`config.mk`:
```
export PLATFORM = sky130hd
export DESIGN_NAME = ddr3_wb_arbiter
export DESIGN_NICKNAME = d
export VERILOG_FILES = /design/src/rtl/ddr3_wb_arbiter.sv
export SDC_FILE = /design/constraint.sdc
export NUM_CORES = 1
export LEC_CHECK = 0
export CAP_MARGIN = 20
export CORE_AREA = 2 2 351 353
export CTS_BUF_LIST = sky130_fd_sc_hd__clkbuf_8 sky130_fd_sc_hd__clkbuf_16
export CTS_CLUSTER_DIAMETER = 100
export DETAILED_ROUTE_END_ITERATION = 10
export DIE_AREA = 0 0 353 355
export GPL_TIMING_DRIVEN = 0
export PLACE_DENSITY_LB_ADDON = 0.08
export SLEW_MARGIN = 20
export SYNTH_ARGS = -nofsm -noshare
export SYNTH_HDL_FRONTEND = slang
export SYNTH_SLANG_ARGS = --single-unit
```
`constraint.sdc`:
```
create_clock -name i_controller_clk -period 2.3 [get_ports i_controller_clk]
set_input_delay 0.345 -clock i_controller_clk [delete_from_list [all_inputs] [get_ports i_controller_clk]]
set_output_delay 0.345 -clock i_controller_clk [all_outputs]
set_load 0.1 [all_outputs]
```
`src/rtl/ddr3_wb_arbiter.sv`:
```
// Two-port round-robin pipelined-Wishbone arbiter in front of the ddr3_top user port; 0-cycle request and ack paths.
// Backpressure: a requester is stalled unless granted, and always while the controller stalls or the ID FIFO is full.
module ddr3_wb_arbiter #(
    parameter int ADDR_BITS   = 24,
    parameter int DATA_BITS   = 128,
    parameter int SEL_BITS    = DATA_BITS / 8,
    parameter int MAX_PENDING = 8
) (
    input  logic                           i_controller_clk,
    input  logic                           i_rst_n,
    input  logic                           i_wb0_cyc,
    input  logic                           i_wb0_stb,
    input  logic                           i_wb0_we,
    input  logic [ADDR_BITS-1:0]           i_wb0_addr,
    input  logic [DATA_BITS-1:0]           i_wb0_data,
    input  logic [SEL_BITS-1:0]            i_wb0_sel,
    output logic                           o_wb0_stall,
    output logic                           o_wb0_ack,
    output logic [DATA_BITS-1:0]           o_wb0_data,
    input  logic                           i_wb1_cyc,
    input  logic                           i_wb1_stb,
    input  logic                           i_wb1_we,
    input  logic [ADDR_BITS-1:0]           i_wb1_addr,
    input  logic [DATA_BITS-1:0]           i_wb1_data,
    input  logic [SEL_BITS-1:0]            i_wb1_sel,
    output logic                           o_wb1_stall,
    output logic                           o_wb1_ack,
    output logic [DATA_BITS-1:0]           o_wb1_data,
    output logic                           o_wb_cyc,
    output logic                           o_wb_stb,
    output logic                           o_wb_we,
    output logic [ADDR_BITS-1:0]           o_wb_addr,
    output logic [DATA_BITS-1:0]           o_wb_data,
    output logic [SEL_BITS-1:0]            o_wb_sel,
    input  logic                           i_wb_stall,
    input  logic                           i_wb_ack,
    input  logic [DATA_BITS-1:0]           i_wb_data,
    output logic [$clog2(MAX_PENDING):0]   o_pending,
    output logic                           o_err_unexp_ack
);

    localparam int PTR_BITS = $clog2(MAX_PENDING);
    localparam int CNT_BITS = PTR_BITS + 1;
    localparam logic [CNT_BITS-1:0] FULL_CNT = CNT_BITS'(MAX_PENDING);

    logic [MAX_PENDING-1:0] r_id;
    logic [MAX_PENDING-1:0] r_live;
    logic [PTR_BITS-1:0]    r_wr_ptr;
    logic [PTR_BITS-1:0]    r_rd_ptr;
    logic [CNT_BITS-1:0]    r_count;
    logic                   r_prio;
    logic                   r_err;
    logic                   r_we;
    logic [ADDR_BITS-1:0]   r_addr;
    logic [DATA_BITS-1:0]   r_data;
    logic [SEL_BITS-1:0]    r_sel;
    logic [DATA_BITS-1:0]   r_wb0_data;
    logic [DATA_BITS-1:0]   r_wb1_data;

    logic w_req0, w_req1, w_gnt_vld, w_gnt_id;
    logic w_full, w_empty, w_stb, w_push, w_pop;
    logic w_head_id, w_head_live, w_ack0, w_ack1;
    logic                 w_fwd_we;
    logic [ADDR_BITS-1:0] w_fwd_addr;
    logic [DATA_BITS-1:0] w_fwd_data;
    logic [SEL_BITS-1:0]  w_fwd_sel;

    assign w_req0    = i_wb0_cyc & i_wb0_stb;
    assign w_req1    = i_wb1_cyc & i_wb1_stb;
    assign w_gnt_vld = w_req0 | w_req1;
    assign w_gnt_id  = (w_req0 & w_req1) ? r_prio : w_req1;

    // Full is taken from the registered count only, so a same-cycle pop never lets a push through.
    assign w_full  = (r_count == FULL_CNT);
    assign w_empty = (r_count == '0);
    assign w_stb   = w_gnt_vld & ~w_full;
    assign w_push  = w_stb & ~i_wb_stall;
    assign w_pop   = i_wb_ack & ~w_empty;

    // A requester dropping cyc in the ack cycle loses that ack too, not just later ones.
    assign w_head_id   = r_id[r_rd_ptr];
    assign w_head_live = r_live[r_rd_ptr] & (w_head_id ? i_wb1_cyc : i_wb0_cyc);
    assign w_ack0      = w_pop & w_head_live & ~w_head_id;
    assign w_ack1      = w_pop & w_head_live & w_head_id;

    assign w_fwd_we   = w_gnt_id ? i_wb1_we   : i_wb0_we;
    assign w_fwd_addr = w_gnt_id ? i_wb1_addr : i_wb0_addr;
    assign w_fwd_data = w_gnt_id ? i_wb1_data : i_wb0_data;
    assign w_fwd_sel  = w_gnt_id ? i_wb1_sel  : i_wb0_sel;

    assign o_wb_we   = w_gnt_vld ? w_fwd_we   : r_we;
    assign o_wb_addr = w_gnt_vld ? w_fwd_addr : r_addr;
    assign o_wb_data = w_gnt_vld ? w_fwd_data : r_data;
    assign o_wb_sel  = w_gnt_vld ? w_fwd_sel  : r_sel;

    // Control outputs are forced to their idle values for as long as reset is held.
    assign o_wb_stb    = i_rst_n & w_stb;
    assign o_wb_cyc    = i_rst_n & (i_wb0_cyc | i_wb1_cyc | ~w_empty);
    assign o_wb0_stall = ~i_rst_n | ~(w_gnt_vld & ~w_gnt_id) | i_wb_stall | w_full;
    assign o_wb1_stall = ~i_rst_n | ~(w_gnt_vld & w_gnt_id) | i_wb_stall | w_full;
    assign o_wb0_ack   = i_rst_n & w_ack0;
    assign o_wb1_ack   = i_rst_n & w_ack1;
    assign o_wb0_data  = w_ack0 ? i_wb_data : r_wb0_data;
    assign o_wb1_data  = w_ack1 ? i_wb_data : r_wb1_data;

    assign o_pending       = r_count;
    assign o_err_unexp_ack = r_err;

    always_ff @(posedge i_controller_clk or negedge i_rst_n) begin
        if (!i_rst_n) begin
            r_id       <= '0;
            r_live     <= '0;
            r_wr_ptr   <= '0;
            r_rd_ptr   <= '0;
            r_count    <= '0;
            r_prio     <= 1'b0;
            r_err      <= 1'b0;
            r_we       <= 1'b0;
            r_addr     <= '0;
            r_data     <= '0;
            r_sel      <= '0;
            r_wb0_data <= '0;
            r_wb1_data <= '0;
        end else begin
            // Aborted entries stay queued so the controller's acks are still consumed.
            for (int i = 0; i < MAX_PENDING; i++) begin
                if ((!r_id[i] && !i_wb0_cyc) || (r_id[i] && !i_wb1_cyc))
                    r_live[i] <= 1'b0;
            end
            if (w_push) begin
                r_id[r_wr_ptr]   <= w_gnt_id;
                r_live[r_wr_ptr] <= 1'b1;
                r_wr_ptr         <= r_wr_ptr + PTR_BITS'(1);
                r_prio           <= ~w_gnt_id;
            end
            if (w_pop)
                r_rd_ptr <= r_rd_ptr + PTR_BITS'(1);
            if (w_push && !w_pop)
                r_count <= r_count + CNT_BITS'(1);
            else if (!w_push && w_pop)
                r_count <= r_count - CNT_BITS'(1);
            if (i_wb_ack && w_empty)
                r_err <= 1'b1;
            if (w_gnt_vld) begin
                r_we   <= w_fwd_we;
                r_addr <= w_fwd_addr;
                r_data <= w_fwd_data;
                r_sel  <= w_fwd_sel;
            end
            if (w_ack0)
                r_wb0_data <= i_wb_data;
            if (w_ack1)
                r_wb1_data <= i_wb_data;
        end
    end

endmodule

```
After elaboration in Yosys (flattened, before gate mapping). Cells that the tools add are included.

Memory bits (read-only): 0. Latch bits: 0. Memories: 0. Input bits: 474. Bits in writable memories: 0. Register bits after elaboration: 453. Word-level logic and storage cells: 127. Output and inout bits: 436.

$mul: 0. Shift-type cells: 0. Reduce and logical (&&, ||, !) cells: 42. Equal/unequal tests: 1. Divide/modulo/power cells: 0. Bitwise logic cells: 34. Magnitude comparators: 3. Add/sub/neg operators: 4. Muxes and demuxes: 30.

Operator list (count): 128-bit two-way mux (4); 24-bit two-way mux (2); 16-bit two-way mux (2); 1-bit logical AND (20); 1-bit AND (16); 1-bit two-way mux (15); 1-bit logical NOT (12); 1-bit bitwise OR (9); 8-bit bitwise mux (1); 1-bit logical OR (8); 3-bit by 4-bit less-than comparator with 1-bit output (second input constant) (2); 4-bit two-way mux (2); 8-bit two-way mux (1); 1-bit inverter (8); 8-bit bitwise OR (1); 3-bit by 1-bit adder with 3-bit output (second input constant) (2); 1-bit binary-select mux with 3-bit select (2); 4-bit by 1-bit adder with 4-bit output (second input constant) (1); 4-bit equality test (second input constant) (1); 4-bit logical NOT (1); 4-bit by 1-bit subtractor with 4-bit output (second input constant) (1); 1-bit demux with 3-bit select (1); 3-bit by 1-bit >= comparator with 1-bit output (second input constant) (1); 2-bit nonzero test (1).

Longest topological paths before layout. Gate-level depths: netlist of run 1.

Word-level depth: 9. Gate-level depth with buffers: 11. Depth with buffers taken out: 10.

Least setup slack after synthesis of run 1. OpenSTA, ideal clock, no wires.

Path kind: reg2out. Start point: register r_count[1], in the netlist o_pending[1]. End point: output o_wb_stb. Stages on the path, launching flop included: 3. Required time: 1955 ps. Path buffers: 0. Path slack: -1554 ps. Arrival time: 3509 ps. Cell sequence: dfrtp_1 nor3_1 a211oi_1.

Word-level cells in the longest chain between the ends: 4.

RTL lines: start, declared (line 50) `logic [CNT_BITS-1:0] r_count;`; start signal, assigned (line 139) `r_count <= r_count + CNT_BITS'(1);`; start signal, assigned (line 141) `r_count <= r_count - CNT_BITS'(1);`; 4-bit equality test (line 74) `assign w_full = (r_count == FULL_CNT);`; 1-bit inverter (line 76) `assign w_stb = w_gnt_vld & ~w_full;`; 1-bit AND (line 76); 1-bit AND (line 97) `assign o_wb_stb = i_rst_n & w_stb;`; end, declared (line 30) `output logic o_wb_stb,`.

No other way between the ends.

Worst setup path in the final report of run 1.
Start point: register r_rd_ptr[1]. End point: output o_wb1_data[45].

Word-level cells in the longest chain between the ends: 7. Elaborated cells between the ends (all ways): 9. Classes of those cells: mux: 6; bitwise: 3.

RTL lines: start, declared (line 49) `logic [PTR_BITS-1:0] r_rd_ptr;`; start signal, assigned (line 137) `r_rd_ptr <= r_rd_ptr + PTR_BITS'(1);`; 1-bit binary-select mux with 3-bit select (line 81) `assign w_head_id = r_id[r_rd_ptr];`; 1-bit two-way mux (not written as such) (line 81); 1-bit two-way mux (line 82) `assign w_head_live = r_live[r_rd_ptr] & (w_head_id ? i_wb1_cyc : i_wb0_cyc);`; 1-bit AND (line 82); 1-bit AND (line 84) `assign w_ack1 = w_pop & w_head_live & w_head_id;`; 1-bit AND (*) (line 84); 128-bit two-way mux (*) (line 104) `assign o_wb1_data = w_ack1 ? i_wb_data : r_wb1_data;`; end, declared (line 28) `output logic [DATA_BITS-1:0] o_wb1_data,`.

Every way passes the cells marked *; elsewhere a longest branch is shown, timed or not. The select of a mux whose other input is x is not followed.

==> results of run 1 <==
[layout make-up]
type                            count  area [µm²]  share of cell area [%]
Tap cell                         1625        2030                    5.94
Inverter                            3        11.3                  0.0329
Clock inverter                     36         305                   0.893
Sequential cell                   453       11300                    33.2
Multi-Input combinational cell    868        7970                    23.3
Timing Repair Buffer              958        9770                    28.6
Antenna cell                       11        27.5                  0.0805
Buffer                             87         980                    2.86
Clock buffer                       77        1760                    5.14
[synthesized netlist by cell type (all sizes together)]
cell,instances
mux2i,15
nor3,2
nand4,1
and3,1
inv,3
nand2,353
ha,5
a21oi,3
o21ai,8
xor2,2
nand3b,3
or4,1
clkbuf,56
mux4,1
and4,4
nor2b,3
dfrtp,453
a21o,2
fa,1
nand3,8
a22oi,163
o211a,1
xnor2,6
buf,33
mux2,275
a211oi,2
nor2,7
o21bai,1
[power breakdown]
group | leakage [µW] | switching, µW | total, µW | internal [µW]
Clock | 0.00108 | 4000 | 9810 | 5810
Sequential | 0.00579 | 907 | 11500 | 10600
Combinational | 0.00895 | 24900 | 33400 | 8520
Total | 0.0158 | 29800 | 54700 | 24900
[through the flow]
stage	instances	total power [µW]	utilization [%]
floorplan	1413	36600	-
global placement	3947	44800	25.6
detailed placement	3954	44800	25.7
CTS	4076	54200	27.2
global route	4112	56700	28.2
finish	4118	54700	28.2
[what timing repair did]
action	CTS	global route
resized for setup	2052	467
endpoints found under the hold margin	58	151
gates cloned	0	2
setup buffers	5	30
setup endpoints to repair	851	679
pin swaps	4	2
[cells by family after synthesis]
group                    count (synthesis)  share of synthesized area (%)
AO/OA/AOI/OAI                          180                           7.20
multiplexers                           291                           19.2
buffers and inverters                   92                           3.06
adder cells (fa/ha/maj)                  6                          0.448
flip-flops                             453                           61.5
XOR/XNOR                                 8                          0.380
AND/OR/NAND/NOR                        383                           8.23
[cells in the final DEF (no fill, tap or decap), drive strengths merged]
cell / count
a211oi: 2
a21o: 2
a21oi: 3
a22oi: 163
and3: 1
and4: 4
buf: 412
bufinv: 4
clkbuf: 118
clkdlybuf4s15: 100
clkdlybuf4s18: 11
clkdlybuf4s50: 477
clkinv: 14
clkinvlp: 2
dfrtp: 453
diode: 11
dlygate4sd2: 2
dlygate4sd3: 2
fa: 1
ha: 5
inv: 19
mux2: 275
mux2i: 15
mux4: 1
nand2: 353
nand3: 8
nand3b: 3
nand4: 1
nor2: 7
nor2b: 3
nor3: 2
o211a: 1
o21ai: 8
o21bai: 1
or4: 1
xnor2: 6
xor2: 2
[worst max path at each step]
stage                       from             end  slack [ns]  depth (start not counted)
finish               r_rd_ptr[1]  o_wb1_data[45]       -1.22                          9
global route         r_rd_ptr[1]  o_wb1_data[44]       -1.35                          9
CTS                  r_rd_ptr[1]   o_wb1_data[5]       -1.39                          8
detailed placement     i_wb0_cyc   o_wb_data[65]       -3.50                         10
global placement         i_rst_n    o_pending[0]      -25.44                          1
floorplan           o_pending[2]  o_wb1_data[23]       -0.44                          7
[routing by layer]
metal	vias up	GRT usage [%]	share of wire [%]
met1	7689	16.3	36
met5	-	0	0.45
li1	7005	-	-
met2	637	26.5	50
met4	68	4.11	2.5
met3	184	7.06	10
[sequential cells by signal, summed over array words and instances, names as in the netlist]
| register | count |
|---|---|
| r_sel | 16 |
| r_wr_ptr | 3 |
| r_we | 1 |
| r_id | 8 |
| r_prio | 1 |
| r_rd_ptr | 3 |
| r_live | 8 |
| o_pending | 4 |
| o_err_unexp_ack | 1 |
| r_wb1_data | 128 |
| r_wb0_data | 128 |
| r_data | 128 |
| r_addr | 24 |
==> flow_summary.toml, run 1 <==
[run_status]
status = "complete, but fails checks"
violations = "hold timing, setup timing"

[cts]
clk_latency_ns = 0.66
cts_sinks = 453
cts_hold_buf = 5
cts_buffer_depth = 3
cts_root_buf = "clkbuf_16"
htreeDepth = 2
cts_buffers = 61
clk_pin_slew_worst_paths_ns = 0.06
cts_tree = "done"

[critical_path]
crit_chain = "buf_6 -> mux2i_1 -> mux4_2 -> nor2_4 -> and3_4 -> buf_12 -> buf_8 -> mux2_4 -> buf_4"
path_class = "flop to output port"
r2r_start = "o_pending[1]"
path_buf_inv = 4
cp_top_family = "multiplexers"
r2r_cells = 11
critical_path_required_ns = 1.96
start_kind = "flop"
r2r-end = "o_pending[3]"
cpMaxStageDelayCell = "mux4_2"
cp.arrival_ns = 3.17
slowest_delay_ns = 0.51
rrSetupSlack_ns = -0.23
worstSetupEndpointType = "output port"
crit_fanout = 10

[sta]
drv_slew = 0
fin_setup_tns_ns = -436.91
whs_ns = -0.251
rsz0062_at_grt = "yes"
fin_ws_ns = -1.22
setup_violations = 558
max_freq_mhz = 284
fin_skew_ns = 0.0154
relSlewSlack_pct = 32.3
tightest_slew_ns = 1.01
hold_viol = 151
period_needed_ns = 3.52
fin_crit_sh_pct = 153

[route]
wl_per_cell_um = 23.9
first_pass_iters = 5
drt_iter0_markers = 577
vias_per_cell = 3.78
ant_nets = 0
via_count = 15600
route.detailed.drc = 0
wl_um = 98300

[die]
rows = 128
dieArea_um2 = 125000
die_width_um = 353
core_area_um2 = 121000
start_util_pct = 15.2
io_pins = 910
die_h_um = 355

[synth]
ys.warnings.count = 0
syn-num-nets = 1893
ys_seq_area_share_pct = 61.5
synth_area_um2 = 18400
synth_top_area_share_pct = 61.5
avgSynthCellArea_um2 = 13.0
synth_cell_types = 35
synth_area_leaders = "dfrtp_1 (62%), nand2_1 (7.2%), mux2_2 (7.1%), a22oi_1 (6.6%), mux2_4 (5.7%)"
synth_cells = 1413
yosys.area.top_type = "dfrtp_1"
synth-seq-cells = 453

[layout]
areaGrowthSynthToFinish_pct = 85.6
fillers = 12600
drive_gt1_share_pct = 45.8
final_nets = 2912
stdcell_area_um2 = 34200

[place]
io_buffers = 909
dpl-instance-area_um2 = 31200
pre_cts_ws_ns = -3.50
place.gp.congestion = 0.853
hpwlAfterDp_um = 78000

[run]
maxCapViolCount = 0

[grt]
grt_max_degree = 81
grt_util_all_layers_pct = 15.1
grt_pass1_vias = 17000
antenna_found_initial = 53
overflow = 0
grt_first_pass_wirelength_um = 137000

[hold_path]
hold_path_class = "input pin to async pin"

[pwr]
power_leakage_uw = 0.0158
powerDensity_nw_per_um2 = 1600
ir_drop_v = 0.000874
No activity file was read; power rests on OpenSTA's default activity.
==> inputs of run 2 (changes only) <==
--- a/config.mk
+++ b/config.mk
@@ -12,6 +12,7 @@
 export DETAILED_ROUTE_END_ITERATION = 10
 export DIE_AREA = 0 0 353 355
 export GPL_TIMING_DRIVEN = 0
+export HOLD_SLACK_MARGIN = 0.03
 export PLACE_DENSITY_LB_ADDON = 0.08
 export SLEW_MARGIN = 20
 export SYNTH_ARGS = -nofsm -noshare
==> results of run 2 <==
Final layout, timing and power as in run 1 (identical DEF).
